## src/rtl/approx_mult_pipe.sv

```systemverilog
// approx_mult_pipe: pipelined unsigned WIDTH x WIDTH multiplier with a per-transaction
// choice between the exact product and a column-truncated approximate product.
// Elastic valid/ready pipeline of STAGES registers; p comes straight from the last stage.
// Optional build macro APPROX_ERR_STAT_EN adds stat_clr/stat_cnt/stat_err error statistics.
module approx_mult_pipe #(
    parameter int WIDTH  = 8,
    parameter int STAGES = 2,
    parameter int TRUNC  = 4
) (
    input  logic                 clk,
    input  logic                 rst_n,
    input  logic                 in_valid,
    output logic                 in_ready,
    input  logic [WIDTH-1:0]     a,
    input  logic [WIDTH-1:0]     b,
    input  logic                 mode,
    output logic                 out_valid,
    input  logic                 out_ready,
    output logic [2*WIDTH-1:0]   p
`ifdef APPROX_ERR_STAT_EN
    ,
    input  logic                 stat_clr,
    output logic [31:0]          stat_cnt,
    output logic [31:0]          stat_err
`endif
);

    localparam int PW = 2 * WIDTH;

    // Column keep-mask: approximate mode discards every partial-product bit below TRUNC.
    logic [PW-1:0] w_mask;
    // One partial-product row per multiplier bit of a, already masked to the kept columns.
    logic [PW-1:0] w_row [WIDTH];
    logic [PW-1:0] w_approx;
    logic [PW-1:0] w_exact;
    logic [PW-1:0] w_prod;
    logic [STAGES-1:0] w_load;

    // Stage registers: valid bit plus product (and, with statistics, mode and error).
    logic              r_valid [STAGES];
    logic [PW-1:0]     r_prod  [STAGES];

    genvar gi;
    generate
        for (gi = 0; gi < PW; gi++) begin : g_mask
            assign w_mask[gi] = (gi >= TRUNC);
        end
        for (gi = 0; gi < WIDTH; gi++) begin : g_row
            assign w_row[gi] = a[gi] ? ((PW'(b) << gi) & w_mask) : '0;
        end
    endgenerate

    // Sum the kept partial-product bits; each bit sits in its own column so masking then adding is exact.
    always_comb begin
        w_approx = '0;
        for (int i = 0; i < WIDTH; i++) begin
            w_approx = w_approx + w_row[i];
        end
    end

    assign w_exact = PW'(a) * PW'(b);
    assign w_prod  = mode ? w_approx : w_exact;

    // Load enables ripple back from out_ready: a stage loads when empty or when it empties this cycle.
    always_comb begin
        logic v_go;
        w_load = '0;
        v_go   = out_ready;
        for (int s = STAGES - 1; s >= 0; s--) begin
            w_load[s] = !r_valid[s] || v_go;
            v_go      = w_load[s];
        end
    end

    assign in_ready  = w_load[0];
    assign out_valid = r_valid[STAGES-1];
    assign p         = r_prod[STAGES-1];

`ifdef APPROX_ERR_STAT_EN
    logic              r_mode [STAGES];
    logic [PW-1:0]     r_err  [STAGES];
    logic [31:0]       r_stat_cnt;
    logic [31:0]       r_stat_err;
    logic [32:0]       w_err_sum;
    logic              w_stat_upd;
    logic [PW-1:0]     w_err;

    assign w_err      = w_exact - w_approx;
    assign w_stat_upd = r_valid[STAGES-1] && out_ready && r_mode[STAGES-1];
    assign w_err_sum  = {1'b0, r_stat_err} + 33'(r_err[STAGES-1]);
    assign stat_cnt   = r_stat_cnt;
    assign stat_err   = r_stat_err;

    // Saturating statistics over approximate-mode output transfers; stat_clr wins over an update.
    always_ff @(posedge clk or negedge rst_n) begin
        if (!rst_n) begin
            r_stat_cnt <= '0;
            r_stat_err <= '0;
        end else if (stat_clr) begin
            r_stat_cnt <= '0;
            r_stat_err <= '0;
        end else if (w_stat_upd) begin
            if (r_stat_cnt != 32'hFFFF_FFFF) r_stat_cnt <= r_stat_cnt + 32'd1;
            r_stat_err <= w_err_sum[32] ? 32'hFFFF_FFFF : w_err_sum[31:0];
        end
    end
`endif

    // Advance the elastic pipeline; data only changes when a valid item moves in, so p holds otherwise.
    always_ff @(posedge clk or negedge rst_n) begin
        if (!rst_n) begin
            for (int s = 0; s < STAGES; s++) begin
                r_valid[s] <= 1'b0;
                r_prod[s]  <= '0;
`ifdef APPROX_ERR_STAT_EN
                r_mode[s]  <= 1'b0;
                r_err[s]   <= '0;
`endif
            end
        end else begin
            if (w_load[0]) begin
                r_valid[0] <= in_valid;
                if (in_valid) begin
                    r_prod[0] <= w_prod;
`ifdef APPROX_ERR_STAT_EN
                    r_mode[0] <= mode;
                    r_err[0]  <= w_err;
`endif
                end
            end
            for (int s = 1; s < STAGES; s++) begin
                if (w_load[s]) begin
                    r_valid[s] <= r_valid[s-1];
                    if (r_valid[s-1]) begin
                        r_prod[s] <= r_prod[s-1];
`ifdef APPROX_ERR_STAT_EN
                        r_mode[s] <= r_mode[s-1];
                        r_err[s]  <= r_err[s-1];
`endif
                    end
                end
            end
        end
    end

endmodule

```

## config.mk

```make
export PLATFORM = sky130hd
export DESIGN_NAME = approx_mult_pipe
export DESIGN_NICKNAME = d
export VERILOG_FILES = /design/src/rtl/approx_mult_pipe.sv
export SDC_FILE = /design/constraint.sdc
export NUM_CORES = 1
export LEC_CHECK = 0
export CAP_MARGIN = 20
export CORE_UTILIZATION = 40
export DETAILED_ROUTE_END_ITERATION = 8
export GPL_TIMING_DRIVEN = 0
export SLEW_MARGIN = 40
export SYNTH_ARGS = -nofsm -noshare
export SYNTH_HDL_FRONTEND = slang
export SYNTH_SLANG_ARGS = --single-unit
```

## constraint.sdc

```tcl
create_clock -name clk -period 1.7 [get_ports clk]
set_input_delay 0.34 -clock clk [delete_from_list [all_inputs] [get_ports clk]]
set_output_delay 0.34 -clock clk [all_outputs]
set_load 0.005 [all_outputs]
```

# Word level (Yosys, flattened, before mapping)
# Cells that the tools add are included.
[classes] n_addsub=7 multipliers=1 mux=9 reduce_logical=6
[ops] op="$add 15x15->16" count=1
[ops] op="$mul 8x8->16" count=1
[ops] op="$mux 16" count=1
[ops] op="$add 14x14->15" count=1
[ops] op="$mux 15" count=1
[ops] op="$add 13x13->14" count=1
[ops] op="$mux 14" count=1
[ops] op="$add 12x12->13" count=1
[ops] op="$mux 13" count=1
[ops] op="$add 11x11->12" count=1
[ops] op="$mux 12" count=1
[ops] op="$add 10x10->11" count=1
[ops] op="$mux 11" count=1
[ops] op="$add 8x9->10" count=1
[ops] op="$mux 10" count=1
[ops] op="$mux 9" count=1
[ops] op="$mux 8" count=1
[ops] op="$reduce_and 2->1" count=2
[ops] op="$logic_not 1->1" count=2
[ops] op="$logic_or 1x1->1" count=2
[word_totals] reg_bits=34 in_bits=21 out_inout_bits=18 elab_cells=27

# Longest topological paths before layout
[logic_depth] ltp_word=9 ltp_mapped=17 ltp_nobuf=17

# Least setup slack after synthesis
# No wires, ideal clock.
[synth_timing] path_type="input port to flip-flop" from="input port b[0]" to="register r_prod[31] (netlist bit)" setup_time_ps=104 arrival_time_ps=4551 required_time_ps=1596 path_slack_ps=-2955 cell_stages=17 path_buffers=1 cell_sequence="clkbuf_1 -> nand2_1 -> inv_1 -> fa_1 -> fa_1 -> fa_1 -> inv_1 -> fa_1 -> inv_1 -> ha_1 -> fa_1 -> a21o_1 -> a221oi_1 -> o21ai_1 -> xnor2_1 -> or3_1 -> o311ai_1"
[synth_between] elab_chain_len=6 elab_cells_between_ends=10 cone_classes="add/sub: 4; mul: 1; mux: 5"
[synth_lines] item="start: declaration" line_no="15" text="input logic [WIDTH-1:0] b,"
[synth_lines] item="$mux 12" line_no="49" text="assign w_row[gi] = a[gi] ? ((PW'(b) << gi) & w_mask) : '0;"
[synth_lines] item="$add 12x12->13" line_no="57" text="w_approx = w_approx + w_row[i];"
[synth_lines] item="$add 13x13->14" line_no="57"
[synth_lines] item="$add 14x14->15" line_no="57"
[synth_lines] item="$add 15x15->16" line_no="57"
[synth_lines] item="$mux 16 (*)" line_no="62" text="assign w_prod = mode ? w_approx : w_exact;"
[synth_lines] item="end signal: indexed assignment" line_no="135" text="r_prod[s] <= r_prod[s-1];"
[synth_lines] item="end: declaration" line_no="41" text="logic [PW-1:0] r_prod [STAGES];"
# Every way passes the cells marked *; elsewhere a longest branch is shown, timed or not.
# A chain may end at the register's enable or synchronous reset.

# Worst setup path in the final report
[layout_timing] from="input port a[3]" to="register r_prod[30] (netlist bit)"
[layout_between] elab_chain_len=7 elab_cells_between_ends=8 cone_classes="add/sub: 5; mul: 1; mux: 2"
[layout_lines] item="start: declaration" line_no="14" text="input logic [WIDTH-1:0] a,"
[layout_lines] item="$mux 11" line_no="49"
[layout_lines] item="$add 11x11->12" line_no="57"
[layout_lines] item="$add 12x12->13" line_no="57"
[layout_lines] item="$add 13x13->14" line_no="57"
[layout_lines] item="$add 14x14->15" line_no="57"
[layout_lines] item="$add 15x15->16" line_no="57"
[layout_lines] item="$mux 16 (*)" line_no="62"
# Marked as above.

==> flow_summary.toml <==
[place]
hpwl_um = 8792
dp.cells = 701
place_ws_ps = -3766
numPortBuffers = 37
routabilityCongestion = 0.8508
placed_area_um2 = 5679

[status]
violations = "setup timing"
status = "complete, but fails checks"

[finish]
drive_gt1_share_pct = 27.15
fin_cells = 729
fin_area_um2 = 6230
nets = 731
diodes = 0
area_growth_pct = 27.14

[clocking]
h-tree-depth = 2
clk_pin_slew_ps = 50
cts_made_buffers = 5
clkSinkCount = 34
clock-root-buffer = "clkbuf_16"
clockBufferDepth = 2
insertion_delay_ps = 270
cts_tree = "built"

[timing]
setup_viol = 13
worst_pin_slew_ps = 425.2
finalCriticalPeriod_ps = 4227
fmax_mhz = 236.6
fin_setup_tns_ps = -24770
whs_ps = 387.1
slew_viol_final = 0
finalWorstSetupSlack_ps = -2527
relSlewSlack_pct = 71.65
finalCritPeriodShare_pct = 248.6
rsz0062_at_grt = "true"
finClkSkew_ps = 1.850
hold_violations = 0

[setup_path]
critPathCaptureType = "flop"
critPathKind = "in -> reg"
max_stage_delay_ps = 540
cp.buffers_inverters = 6
worstPathRequired_ps = 1840
crit_chain = "buf_12 > and2_4 > buf_4 > fa_1 > inv_2 > fa_1 > inv_2 > fa_1 > inv_1 > fa_1 > inv_2 > ha_4 > a21o_1 > a211o_1 > and3_4 > a221o_1 > a32oi_1 > o211ai_1"
crit_slowest_cell = "fa_1"
cp_top_family = "adder cells"
crit_arrival_ps = 4370
crit_top_cell = "fa_1"
start_kind = "primary input"
crit_fanout = 5

[logic_synthesis]
synth.distinct_cells = 47
synth_area_leaders = "fa_1 27%, dfrtp_1 17%, ha_1 16%"
syn_area_um2 = 4900
synth_nets = 664
synth_top_area_share_pct = 26.97
synth_flop_cell = "dfrtp_1"
synth_top_cell_by_area = "fa_1"
async_reset_ff_share_pct = 100.0
synth_cells = 516
synth_seq_cells = 34
synth.avg_cell_area_um2 = 9.496
ys_seq_area_share_pct = 17.36
yosys_warnings = 0
synth_edf_count = 0

[power]
ir_drop_v = 0.0004607
switching_share_pct = 40.09
power_density_nw_per_um2 = 1192
total_leakage_power_nw = 3.160
netSwitchingPower_mw = 2.977
power.internal_mw = 4.448
p_clk_share_pct = 11.7
p_comb_share_pct = 71.3
seq_power_share_pct = 16.9

[global_route]
grt_first_pass_wirelength_um = 18100
grt_use_met3_pct = 2.376
grtUsageTotal_pct = 17.97
grt_max_degree = 24
globalRoute.busiestLayer = "met2"
gr-usage-met1_pct = 23.81
gr-total-overflow = 0
grt_pass1_vias = 3881
met2_usage_pct = 31.48
antenna_found_initial = 0

[worst_hold_path]
hold_path_class = "in -> reg"

[floorplan]
die_w_um = 112.7
row_count = 40
start_util_pct = 40.96
core_um2 = 11960
ios = 39
die_y_um = 112.7
die-area_um2 = 12700

[route]
ant_nets = 0
finalWirelength_um = 10580
drt_iter0_drc = 115
via_per_inst = 5.062
drc_errors = 0
wl_per_cell_um = 14.52
vias = 3690
dr.pass1.iters = 4

[run]
maxCapViolations = 0
==> power groups by stage <==
stage	clock, mW	combinational [mW]	sequential (mW)
after floorplan	0	3.36	1.22
after CTS	0.889	4.95	1.27
after global placement	0	4.52	1.27
after detailed placement	0	4.62	1.28
after global routing	0.925	5.89	1.30
final	0.871	5.30	1.26
==> cells in the mapped netlist, drive strengths merged (3+ instances only) <==
library cell	n
a21o	9
a21oi	18
a22oi	3
and2	38
and3	3
buf	18
clkbuf	6
dfrtp	34
fa	66
ha	61
inv	106
mux2	16
nand2	53
nand2b	6
nor2	10
o211ai	3
o21ai	16
o31ai	3
or3	3
xnor2	9
xor2	8
==> flip-flops by register name (all words and copies together), names as in the netlist <==
name,flops
r_prod,16
r_valid,1
p,16
out_valid,1
==> cells by family after synthesis <==
logic type | after synthesis | synth area share, %
AOI/OAI and AO/OA | 67 | 8.938
xor gates and xnor gates | 17 | 3.039
adders and majority gates | 127 | 42.54
buffers and inverters | 130 | 11.24
DFF | 34 | 17.36
muxes | 18 | 4.086
and+or+nand+nor | 123 | 12.79
==> layout by cell type, fill, tap and decap left out, types with 6 or more instances in the layout <==
cell type        Yosys  routed
and2_1              38      28
ha_4                 0      12
o21ai_0             12       6
buf_6                0      11
dfrtp_1             34      34
fa_2                 0       6
a21o_1               8       8
inv_1              106      92
fa_1                66      60
buf_4               16      34
xnor2_1              9       7
nand2_2              0      17
clkbuf_16            0       6
inv_2                0      14
nand2b_1             6       6
o21ai_1              4       9
a21oi_1             18      14
and2_4               0      10
mux2_2              16      16
nand2_1             53      35
ha_1                61      48
buf_12               0       6
clkdlybuf4s50_1      0      20
xor2_1               8       7
nor2_1              10       9
==> per-stage QoR <==
step                      power [mW]  util, %
after floorplan                4.577        -
after global placement         5.781    47.29
after detailed placement       5.896    47.48
after CTS                      7.106    50.84
after global routing           8.114    52.08
final                          7.424    52.08
==> worst reg2reg max path, delay by kind of cell (launching register included) <==
| kind | cells | cell delay, ps |
|---|---|---|
| buffers and inverters | 1 | 390 |
| DFF | 1 | 370 |
| and+or+nand+nor | 4 | 600 |
==> cell type report <==
type	count	area (um2)
tap	147	183.9
buffer	24	180.2
fill	1096	5732
multi-input combinational	352	3840
timing repair buffer	60	638.1
clock buffer	6	138.9
inverter	106	397.9
sequential	34	850.8
==> worst paths after layout <==
check                            from         end  slack [ps]  depth (start not counted)
min in group asynchronous       rst_n       p[15]         490                          2
setup reg to reg           r_valid[1]  r_prod[28]         270                          5
hold reg to reg            r_prod[21]  r_prod[21]         480                          2
hold / removal                   a[0]  r_prod[16]         390                          3
max in group asynchronous       rst_n        p[3]         800                          3
setup / recovery                 a[3]  r_prod[30]       -2530                         18
==> layer usage <==
metal | vias to the layer above | part of all wire [%]
met5 | - | 0
met4 | 0 | 0.96
met3 | 9 | 3.6
met2 | 59 | 53
met1 | 1862 | 43
li1 | 1760 | -
==> repair_timing <==
| item | CTS | global route |
|---|---|---|
| setup buffers | 15 | 6 |
| setup endpoints to repair | 25 | 25 |
| hold buffers | 1 | 0 |
| resized for setup | 140 | 25 |
| hold endpoints to repair | 11 | 0 |
| pin swaps | 37 | 33 |
Note: power is estimated with default switching activity, not from simulation.
